<file path="src/rtl/ghost_mover.sv">
// Ghost movement controller: turns a frame tick plus a direction keycode into one
// wall-checked step, retrying along the committed direction when the new one is blocked.
//
// state   | meaning
// IDLE    | waiting for frame_tick
// REQ_NEW | querying the wall map for the trial direction
// REQ_OLD | querying the wall map for the committed direction
// DONE    | step evaluated, step_done pulses
module ghost_mover #(
    parameter logic [9:0] START_X    = 10'd320,
    parameter logic [9:0] START_Y    = 10'd240,
    parameter int         STEP       = 2,
    parameter int         X_MAX      = 639,
    parameter int         Y_MAX      = 479,
    parameter int         SIZE       = 16,
    parameter int         TILE_SHIFT = 4
) (
    input  logic       Clk,
    input  logic       Reset_n,
    input  logic       frame_tick,
    input  logic [7:0] dir_in,
    output logic       query_valid,
    output logic [5:0] query_tx,
    output logic [5:0] query_ty,
    input  logic       wall_ready,
    input  logic       wall_hit,
    output logic [9:0] ghost_x,
    output logic [9:0] ghost_y,
    output logic [1:0] cur_dir,
    output logic       step_done,
    output logic       overrun
);

    typedef enum logic [1:0] {IDLE, REQ_NEW, REQ_OLD, DONE} state_t;

    typedef struct packed {
        logic       blocked;
        logic [9:0] nx;
        logic [9:0] ny;
        logic [5:0] tx;
        logic [5:0] ty;
    } cand_t;

    localparam logic [10:0] STEP_W  = 11'(STEP);
    localparam logic [10:0] XMAX_W  = 11'(X_MAX);
    localparam logic [10:0] YMAX_W  = 11'(Y_MAX);
    localparam logic [10:0] SIZE_M1 = 11'(SIZE - 1);

    function automatic logic [1:0] decode_dir(input logic [7:0] code, input logic [1:0] fallback);
        logic [1:0] d;
        case (code)
            8'h04:   d = 2'b00;
            8'h07:   d = 2'b01;
            8'h16:   d = 2'b10;
            8'h1A:   d = 2'b11;
            default: d = fallback;
        endcase
        return d;
    endfunction

    // Horizontal moves wrap around the screen; vertical moves that would leave it are blocked.
    function automatic cand_t candidate(input logic [1:0] d, input logic [9:0] x, input logic [9:0] y);
        cand_t       c;
        logic [10:0] x11, y11, cx, cy, ex, ey;
        x11       = {1'b0, x};
        y11       = {1'b0, y};
        cx        = x11;
        cy        = y11;
        ex        = x11;
        ey        = y11;
        c.blocked = 1'b0;
        case (d)
            2'b00: begin
                cx = (x11 < STEP_W) ? XMAX_W + 11'd1 - STEP_W + x11 : x11 - STEP_W;
                ex = cx;
            end
            2'b01: begin
                cx = x11 + STEP_W;
                if (cx > XMAX_W) cx = cx - (XMAX_W + 11'd1);
                ex = cx + SIZE_M1;
            end
            2'b10: begin
                c.blocked = (y11 + STEP_W + SIZE_M1) > YMAX_W;
                cy        = y11 + STEP_W;
                ey        = cy + SIZE_M1;
            end
            default: begin
                c.blocked = y11 < STEP_W;
                cy        = y11 - STEP_W;
                ey        = cy;
            end
        endcase
        c.nx = cx[9:0];
        c.ny = cy[9:0];
        c.tx = 6'(ex >> TILE_SHIFT);
        c.ty = 6'(ey >> TILE_SHIFT);
        return c;
    endfunction

    state_t     state, state_nxt;
    logic [1:0] trial_dir, trial_dir_nxt, cur_dir_nxt, trial_in;
    logic [9:0] cand_x, cand_x_nxt, cand_y, cand_y_nxt;
    logic [9:0] ghost_x_nxt, ghost_y_nxt;
    logic [5:0] q_tx_nxt, q_ty_nxt;
    logic       gap, gap_nxt, overrun_nxt, xfer;
    cand_t      c_trial, c_cur;

    // gap keeps query_valid low for the cycle after a REQ_NEW transfer that falls back to REQ_OLD
    assign query_valid = (state == REQ_NEW || state == REQ_OLD) && !gap;
    assign step_done   = (state == DONE);
    assign xfer        = query_valid && wall_ready;

    always_comb begin
        state_nxt     = state;
        trial_dir_nxt = trial_dir;
        cur_dir_nxt   = cur_dir;
        cand_x_nxt    = cand_x;
        cand_y_nxt    = cand_y;
        ghost_x_nxt   = ghost_x;
        ghost_y_nxt   = ghost_y;
        q_tx_nxt      = query_tx;
        q_ty_nxt      = query_ty;
        gap_nxt       = 1'b0;
        overrun_nxt   = overrun | (frame_tick && state != IDLE);
        trial_in      = decode_dir(dir_in, cur_dir);
        c_trial       = candidate(trial_in, ghost_x, ghost_y);
        c_cur         = candidate(cur_dir, ghost_x, ghost_y);

        case (state)
            IDLE: begin
                if (frame_tick) begin
                    trial_dir_nxt = trial_in;
                    if (!c_trial.blocked) begin
                        cand_x_nxt = c_trial.nx;
                        cand_y_nxt = c_trial.ny;
                        q_tx_nxt   = c_trial.tx;
                        q_ty_nxt   = c_trial.ty;
                        state_nxt  = REQ_NEW;
                    end else if (trial_in == cur_dir || c_cur.blocked) begin
                        state_nxt = DONE;
                    end else begin
                        cand_x_nxt = c_cur.nx;
                        cand_y_nxt = c_cur.ny;
                        q_tx_nxt   = c_cur.tx;
                        q_ty_nxt   = c_cur.ty;
                        state_nxt  = REQ_OLD;
                    end
                end
            end
            REQ_NEW: begin
                if (xfer) begin
                    if (!wall_hit) begin
                        ghost_x_nxt = cand_x;
                        ghost_y_nxt = cand_y;
                        cur_dir_nxt = trial_dir;
                        state_nxt   = DONE;
                    end else if (trial_dir == cur_dir || c_cur.blocked) begin
                        state_nxt = DONE;
                    end else begin
                        cand_x_nxt = c_cur.nx;
                        cand_y_nxt = c_cur.ny;
                        q_tx_nxt   = c_cur.tx;
                        q_ty_nxt   = c_cur.ty;
                        gap_nxt    = 1'b1;
                        state_nxt  = REQ_OLD;
                    end
                end
            end
            REQ_OLD: begin
                if (xfer) begin
                    if (!wall_hit) begin
                        ghost_x_nxt = cand_x;
                        ghost_y_nxt = cand_y;
                    end
                    state_nxt = DONE;
                end
            end
            default: state_nxt = IDLE;
        endcase
    end

    always_ff @(posedge Clk or negedge Reset_n) begin
        if (!Reset_n) begin
            state     <= IDLE;
            trial_dir <= 2'b00;
            cur_dir   <= 2'b00;
            cand_x    <= START_X;
            cand_y    <= START_Y;
            ghost_x   <= START_X;
            ghost_y   <= START_Y;
            query_tx  <= 6'd0;
            query_ty  <= 6'd0;
            gap       <= 1'b0;
            overrun   <= 1'b0;
        end else begin
            state     <= state_nxt;
            trial_dir <= trial_dir_nxt;
            cur_dir   <= cur_dir_nxt;
            cand_x    <= cand_x_nxt;
            cand_y    <= cand_y_nxt;
            ghost_x   <= ghost_x_nxt;
            ghost_y   <= ghost_y_nxt;
            query_tx  <= q_tx_nxt;
            query_ty  <= q_ty_nxt;
            gap       <= gap_nxt;
            overrun   <= overrun_nxt;
        end
    end

endmodule

</file>
<file path="config.mk">
export PLATFORM = sky130hd
export DESIGN_NAME = ghost_mover
export DESIGN_NICKNAME = d
export VERILOG_FILES = /design/src/rtl/ghost_mover.sv
export SDC_FILE = /design/constraint.sdc
export NUM_CORES = 1
export LEC_CHECK = 0
export CELL_PAD_IN_SITES_DETAIL_PLACEMENT = 1
export CELL_PAD_IN_SITES_GLOBAL_PLACEMENT = 2
export CORE_AREA = 2 2 122 124
export DETAILED_ROUTE_END_ITERATION = 7
export DIE_AREA = 0 0 124 126
export PLACE_DENSITY = 0.84
export SYNTH_ARGS = -nofsm -noshare
export SYNTH_HDL_FRONTEND = slang
export SYNTH_SLANG_ARGS = --single-unit
</file>
<file path="constraint.sdc">
create_clock -name Clk -period 4.9 [get_ports Clk]
set_clock_uncertainty 0.2 [all_clocks]
set_input_delay 1.225 -clock Clk [delete_from_list [all_inputs] [get_ports Clk]]
set_output_delay 1.225 -clock Clk [all_outputs]
set_load 0.005 [all_outputs]
</file>
======== After elaboration in Yosys (flattened, before gate mapping) ========
Index checks and enable logic that the tools add are counted.
word-level totals
  output and inout bits ................... 37
  input port bits ......................... 13
  word-level logic and storage cells ...... 120
  register bits ........................... 60
cells by class
  add/subtract/negate cells ............... 9
  reduce and logical (&&, ||, !) cells .... 20
  magnitude comparators ................... 4
  muxes and demuxes ....................... 55
  eq/ne operators ......................... 19
  bitwise logic cells ..................... 2
operators with widths
  kind                                                              number
  case mux 10 bit (2 select lines)                                  10
  2-to-1 mux 10 bit                                                 16
  2-to-1 mux 6 bit                                                  12
  case mux 6 bit (2 select lines)                                   2
  adder 10 x 2 -> 11 bit (second input constant)                    2
  adder 10 x 4 -> 10 bit (second input constant)                    2
  < comparator 10 x 2 -> 1 bit (second input constant)              2
  subtractor 10 x 2 -> 10 bit (second input constant)               2
  == test 8 x 3 -> 1 bit (second input constant)                    2
  == test 8 x 5 -> 1 bit (second input constant)                    2
  adder 11 x 4 -> 11 bit (second input constant)                    1
  greater-than comparator 11 x 10 -> 1 bit (second input constant)  1
  greater-than comparator 11 x 9 -> 1 bit (second input constant)   1
  adder 10 bit (first input constant)                               1
  inequality test 2 bit (second input constant)                     5
  subtractor 10 bit (second input constant)                         1
  AND reduction 3 bit                                               3
  == test 2 bit (second input constant)                             4
  2-to-1 mux 2 bit                                                  4
  case mux 2 bit (4 select lines)                                   1
  2-to-1 mux 1 bit                                                  7
  == test 2 x 1 -> 1 bit (second input constant)                    3
  zero test 2 bit                                                   3
  case mux 2 bit (3 select lines)                                   1
  12 further kinds                                                  21

======== Logic depth before layout (Yosys ltp) ========
Gate-level depths: netlist (run 1).
  word-level depth ........................ 10
  depth in mapped cells ................... 16
  depth with buffers taken out ............ 15

======== Worst setup path before layout (run 1) ========
No wires, ideal clock.
  path type ............................... register to register
  start point ............................. register ghost_y[1]
  end point ............................... register cand_y[9]
  clock period less this slack ............ 3.891 ns
  library setup time ...................... 0.125 ns
  stages on the path, launching flop included .. 14
  buffers on the path ..................... 2
  arrival time ............................ 3.566 ns
  setup slack ............................. 1.009 ns
  required time ........................... 4.575 ns
  cell sequence ........................... dfrtp_1 ha_1 clkbuf_1 and3b_1 o221ai_1 a22oi_2 or4b_4 mux2_4 a311o_1 a21oi_4 buf_2 mux2i_1 o21ai_0 mux2_4
on the way
  word-level cells in the longest chain between the ends .. 7
  elaborated cells between the ends (all ways) .. 21
  classes of those cells .................. 3 x add/sub; 2 x order compare; 2 x eq/ne; 11 x mux; 3 x reduce/logical
ends and longest elaborated chain
  item                                                                               RTL line  text
  start, declared                                                                    28        output logic [9:0] ghost_y,
  start signal, assigned                                                             202       ghost_y <= ghost_y_nxt;
  adder 10 x 2 -> 11 bit                                                             84        cy = y11 + STEP_W;
  adder 11 x 4 -> 11 bit                                                             --
  greater-than comparator 11 x 9 -> 1 bit                                            83        c.blocked = (y11 + STEP_W + SIZE_M1) > YMAX_W;
  case mux 1 bit (2 select lines)                                                    72        case (d)
  logical OR 1 bit, or another cell as far along                                     139       end else if (trial_in == cur_dir || c_cur.blocked) begin
  inequality test 3 bit (no line), or another cell as far along                      --
  AND reduction 6 bit (no line) or case mux 10 bit (2 select lines) (tied branches)  --
  end signal, assigned                                                               200       cand_y <= cand_y_nxt;
  end, declared                                                                      102       logic [9:0] cand_x, cand_x_nxt, cand_y, cand_y_nxt;
Several ways; a longest one is shown, not always the timed one. The select of a mux whose other input is x is not followed.
A chain may end at the register's enable or synchronous reset.

======== Final worst setup path (run 1) ========
  start point ............................. register ghost_y[3]
  end point ............................... register cand_x[5]
on the way
  word-level cells in the longest chain between the ends .. 7
  elaborated cells between the ends (all ways) .. 14
  classes of those cells .................. 2 x add/sub; 2 x order compare; 2 x eq/ne; 5 x mux; 3 x reduce/logical
ends and longest elaborated chain
  item                                                                               RTL line  text
  adder 10 x 2 -> 11 bit                                                             --
  adder 11 x 4 -> 11 bit                                                             --
  greater-than comparator 11 x 9 -> 1 bit                                            83
  case mux 1 bit (2 select lines)                                                    72
  logical OR 1 bit, or another cell as far along                                     139
  inequality test 3 bit (no line), or another cell as far along                      --
  AND reduction 6 bit (no line) or case mux 10 bit (2 select lines) (tied branches)  --
  end signal, assigned                                                               199       cand_x <= cand_x_nxt;
  end, declared                                                                      102
Several ways; a longest one is shown, not always the timed one. The select of a mux whose other input is x is not followed.

==> results.ini, run 1 <==
[logic_synthesis]
ys_seq_area_share_pct = 30.0
synth-edff-count = 0
synthCells = 588
async_flop_share_pct = 100
ys_ff_latch = 60
yosys_warnings = 0
synth_fp_nets = 615
synthDistinctLibCells = 72
syn_area_sq_um = 5060
ys.flop_type = dfrtp_1
syn_area_per_cell_sq_um = 8.61

[timing]
slew_viol_final = 0
rsz0062_at_grt = no
layout_min_cycle_time_ps = 4220
fmax_mhz = 237
period_share_pct = 86.2
tightestPinTransition_ps = 754
tns_ps = 0
setup_violations = 0
relSlewSlack_pct = 49.8
hold_viol = 0

[hold_path]
worstHoldStart = overrun
holdCritPathClass = reg2reg

[routing]
vias = 4517
drtIter0Drc = 247
wl_per_cell_microns = 19.2
finalWirelength_microns = 15500
drtPass1Iterations = 4
post-route-drc-count = 0
ant_nets = 0
vias_per_cell = 5.58

[global_routing]
grt_max_degree = 32
antenna_found_initial = 0
grt_pass1_vias = 4799
grt-ovfl-total = 0
grt_pass1_wl_microns = 25800
grtUsageTotal_pct = 21.1

[critical_path]
crit_family = simple AND/OR/NAND/NOR gates
r2r_setup_slack_ps = 680
r2r_cells = 11
crit_required_ps = 4920
path_class = reg2reg
timing.rr.end = cand_x[5]
crit_path_end = cand_x[5]
cpPeakStageDelay_ps = 630
worstPathArrival_ps = 4240
worst-path-stages = 11
cp-startpoint = ghost_y[3]
endpoint_kind = register
cp-start-kind = register
critical_path.cell_chain = nand3_2 > or3b_4 > a22oi_2 > or4b_4 > mux2_4 > a311o_1 > a21oi_4 > buf_4 > mux2i_1 > o21ai_0 > mux2_1
cp_num_buf_inv = 1
critPathMaxFanout = 20
slowest_stage = dfrtp_1
r2r-start = ghost_y[3]

[floorplanning]
core_sq_um = 14300
die_x_microns = 124
io_pins = 50
rows = 44
die_h_microns = 126
start_util_pct = 35.3
die-area_sq_um = 15600

[cts]
cts_tree = done
clk_latency_ps = 350
cts.sinks = 60
cts_made_buffers = 9
cts_resized = 0
cts_root_buf = clkbuf_16
holdBufCountCts = 0
cts_max_path_buffers = 2
h-tree-depth = 3
post_cts_buffers = 0
clk_pin_slew_ps = 50

[pwr]
p_per_area_nw_per_um2 = 615
p_int_mw = 2.07
p_switching_mw = 1.61
peakVddDrop_mv = 0.209
seqPwrFrac_pct = 24.4
pwr-share-clk_pct = 17.9
p_leak_nw = 2.49
combPwrFrac_pct = 57.8
swShare_pct = 43.8

[final_layout]
n_antenna_cell = 0
n_fill_cell = 1688
final_net_count = 647
drive_above_1_share_pct = 16.0
final_common_cell = nand2_1
layout_common_cells = 78 x nand2_1, 48 x dfrtp_1, 48 x clkdlybuf4s50_1
synthToLayoutAreaGrowth_pct = 18.2
final_util_pct = 41.8

[flow_run]
max-cap-violations = 0

[placement]
portBuffers = 49
hpwl_microns = 11100
gp_congestion = 0.841

[outcome]
status = finished clean

[cell usage after synthesis (all sizes together) (3+ instances only)]
| master | instances | share of area, % |
|---|---|---|
| o221ai | 3 | 0.52 |
| a31oi | 6 | 1.0 |
| nand3 | 7 | 0.79 |
| dfstp | 12 | 6.2 |
| ha | 14 | 3.5 |
| or3 | 5 | 0.62 |
| a21oi | 34 | 3.6 |
| a21o | 4 | 0.59 |
| and3 | 4 | 0.49 |
| and4 | 3 | 0.52 |
| xor2 | 17 | 2.9 |
| buf | 14 | 2.0 |
| nand2b | 8 | 0.99 |
| o21ai | 48 | 4.8 |
| a22oi | 10 | 1.6 |
| nor3 | 16 | 1.6 |
| dfrtp | 48 | 24 |
| nor2 | 39 | 2.9 |
| o211ai | 5 | 1.0 |
| mux2i | 16 | 3.2 |
| mux2 | 53 | 12 |
| xnor2 | 27 | 4.7 |
| o31ai | 4 | 0.59 |
| a211oi | 5 | 0.74 |
| inv | 18 | 1.3 |
| or4 | 3 | 0.45 |
| clkbuf | 29 | 2.2 |
| nand2 | 78 | 5.8 |
| nor2b | 7 | 0.87 |
| o21bai | 4 | 0.59 |
| nand4 | 3 | 0.37 |
| a22o | 3 | 0.52 |
| and2 | 3 | 0.37 |
| or2 | 5 | 0.62 |
[kinds of logic after synthesis]
| kind of cell | after synthesis | share of synthesized area, % |
|---|---|---|
| flip-flops | 60 | 30.0 |
| multiplexers | 69 | 15.6 |
| AO/OA/AOI/OAI | 146 | 19.3 |
| buffers and inverters | 61 | 5.44 |
| adder cells (fa/ha/maj) | 14 | 3.46 |
| AND/OR/NAND/NOR | 194 | 18.6 |
| XOR/XNOR | 44 | 7.62 |
[worst min-delay path by stage]
| stage | endpoint | slack, ps | depth (start not counted) |
|---|---|---|---|
| after global placement | overrun | 240 | 1 |
| after CTS | overrun | 270 | 1 |
| after detailed placement | overrun | 260 | 1 |
| final | overrun | 260 | 1 |
| after global routing | overrun | 290 | 1 |
| after floorplan | ghost_y[0] | 240 | 2 |
[flip-flops by register name, indices dropped and copies added (netlist names)]
signal	cells
query_tx	6
ghost_x	10
overrun	1
cand_x	10
ghost_y	10
cand_y	10
gap	1
cur_dir	2
trial_dir	2
state	2
query_ty	6
[layout make-up]
| class | count | area, sq um | share of cell area, % |
|---|---|---|---|
| clock buffers | 14 | 264 | 4.41 |
| clock inverters | 2 | 35.0 | 0.586 |
| inverters | 18 | 67.6 | 1.13 |
| multi-input cells | 467 | 3270 | 54.7 |
| flip-flops and latches | 60 | 1520 | 25.4 |
| well taps | 184 | 230 | 3.85 |
| repair buffers | 64 | 598 | 10.0 |
[per-stage QoR]
stage	power (mW)	hold slack (ps)	cells	cell area, sq um	worst slack, ps
2_1_floorplan	2.35	244	588	5060	1010
3_3_place_gp	2.93	244	793	5680	471
3_5_place_dp	3.02	262	793	5680	334
4_1_cts	3.70	270	809	5980	681
5_1_grt	3.96	286	809	5980	358
6_report	3.68	262	809	5980	679
[metal layers]
metal / up-vias / global-route usage (%) / part of all wire (%)
met5: - / 0 / 0
met4: 0 / 6.68 / 1.9
met3: 19 / 4.03 / 4.1
met2: 86 / 33.5 / 47
met1: 2269 / 28.9 / 47
li1: 2143 / - / -
[power groups by stage]
| stage | clock, mW | sequential, mW | combinational [mW] |
|---|---|---|---|
| after floorplan | 0 | 0.788 | 1.56 |
| final | 0.658 | 0.896 | 2.12 |
| after CTS | 0.673 | 0.894 | 2.13 |
| after global routing | 0.695 | 0.926 | 2.34 |
| after detailed placement | 0 | 0.901 | 2.12 |
| after global placement | 0 | 0.888 | 2.04 |
(Power assumes the default switching activity.)
==> inputs of run 2 (changes only) <==
--- a/config.mk
+++ b/config.mk
@@ -10,6 +10,7 @@
 export CORE_AREA = 2 2 122 124
 export DETAILED_ROUTE_END_ITERATION = 7
 export DIE_AREA = 0 0 124 126
+export HOLD_SLACK_MARGIN = 0.08
 export PLACE_DENSITY = 0.84
 export SYNTH_ARGS = -nofsm -noshare
 export SYNTH_HDL_FRONTEND = slang
==> results of run 2 <==
The final DEF is identical to that of run 1; final timing and power are the same.
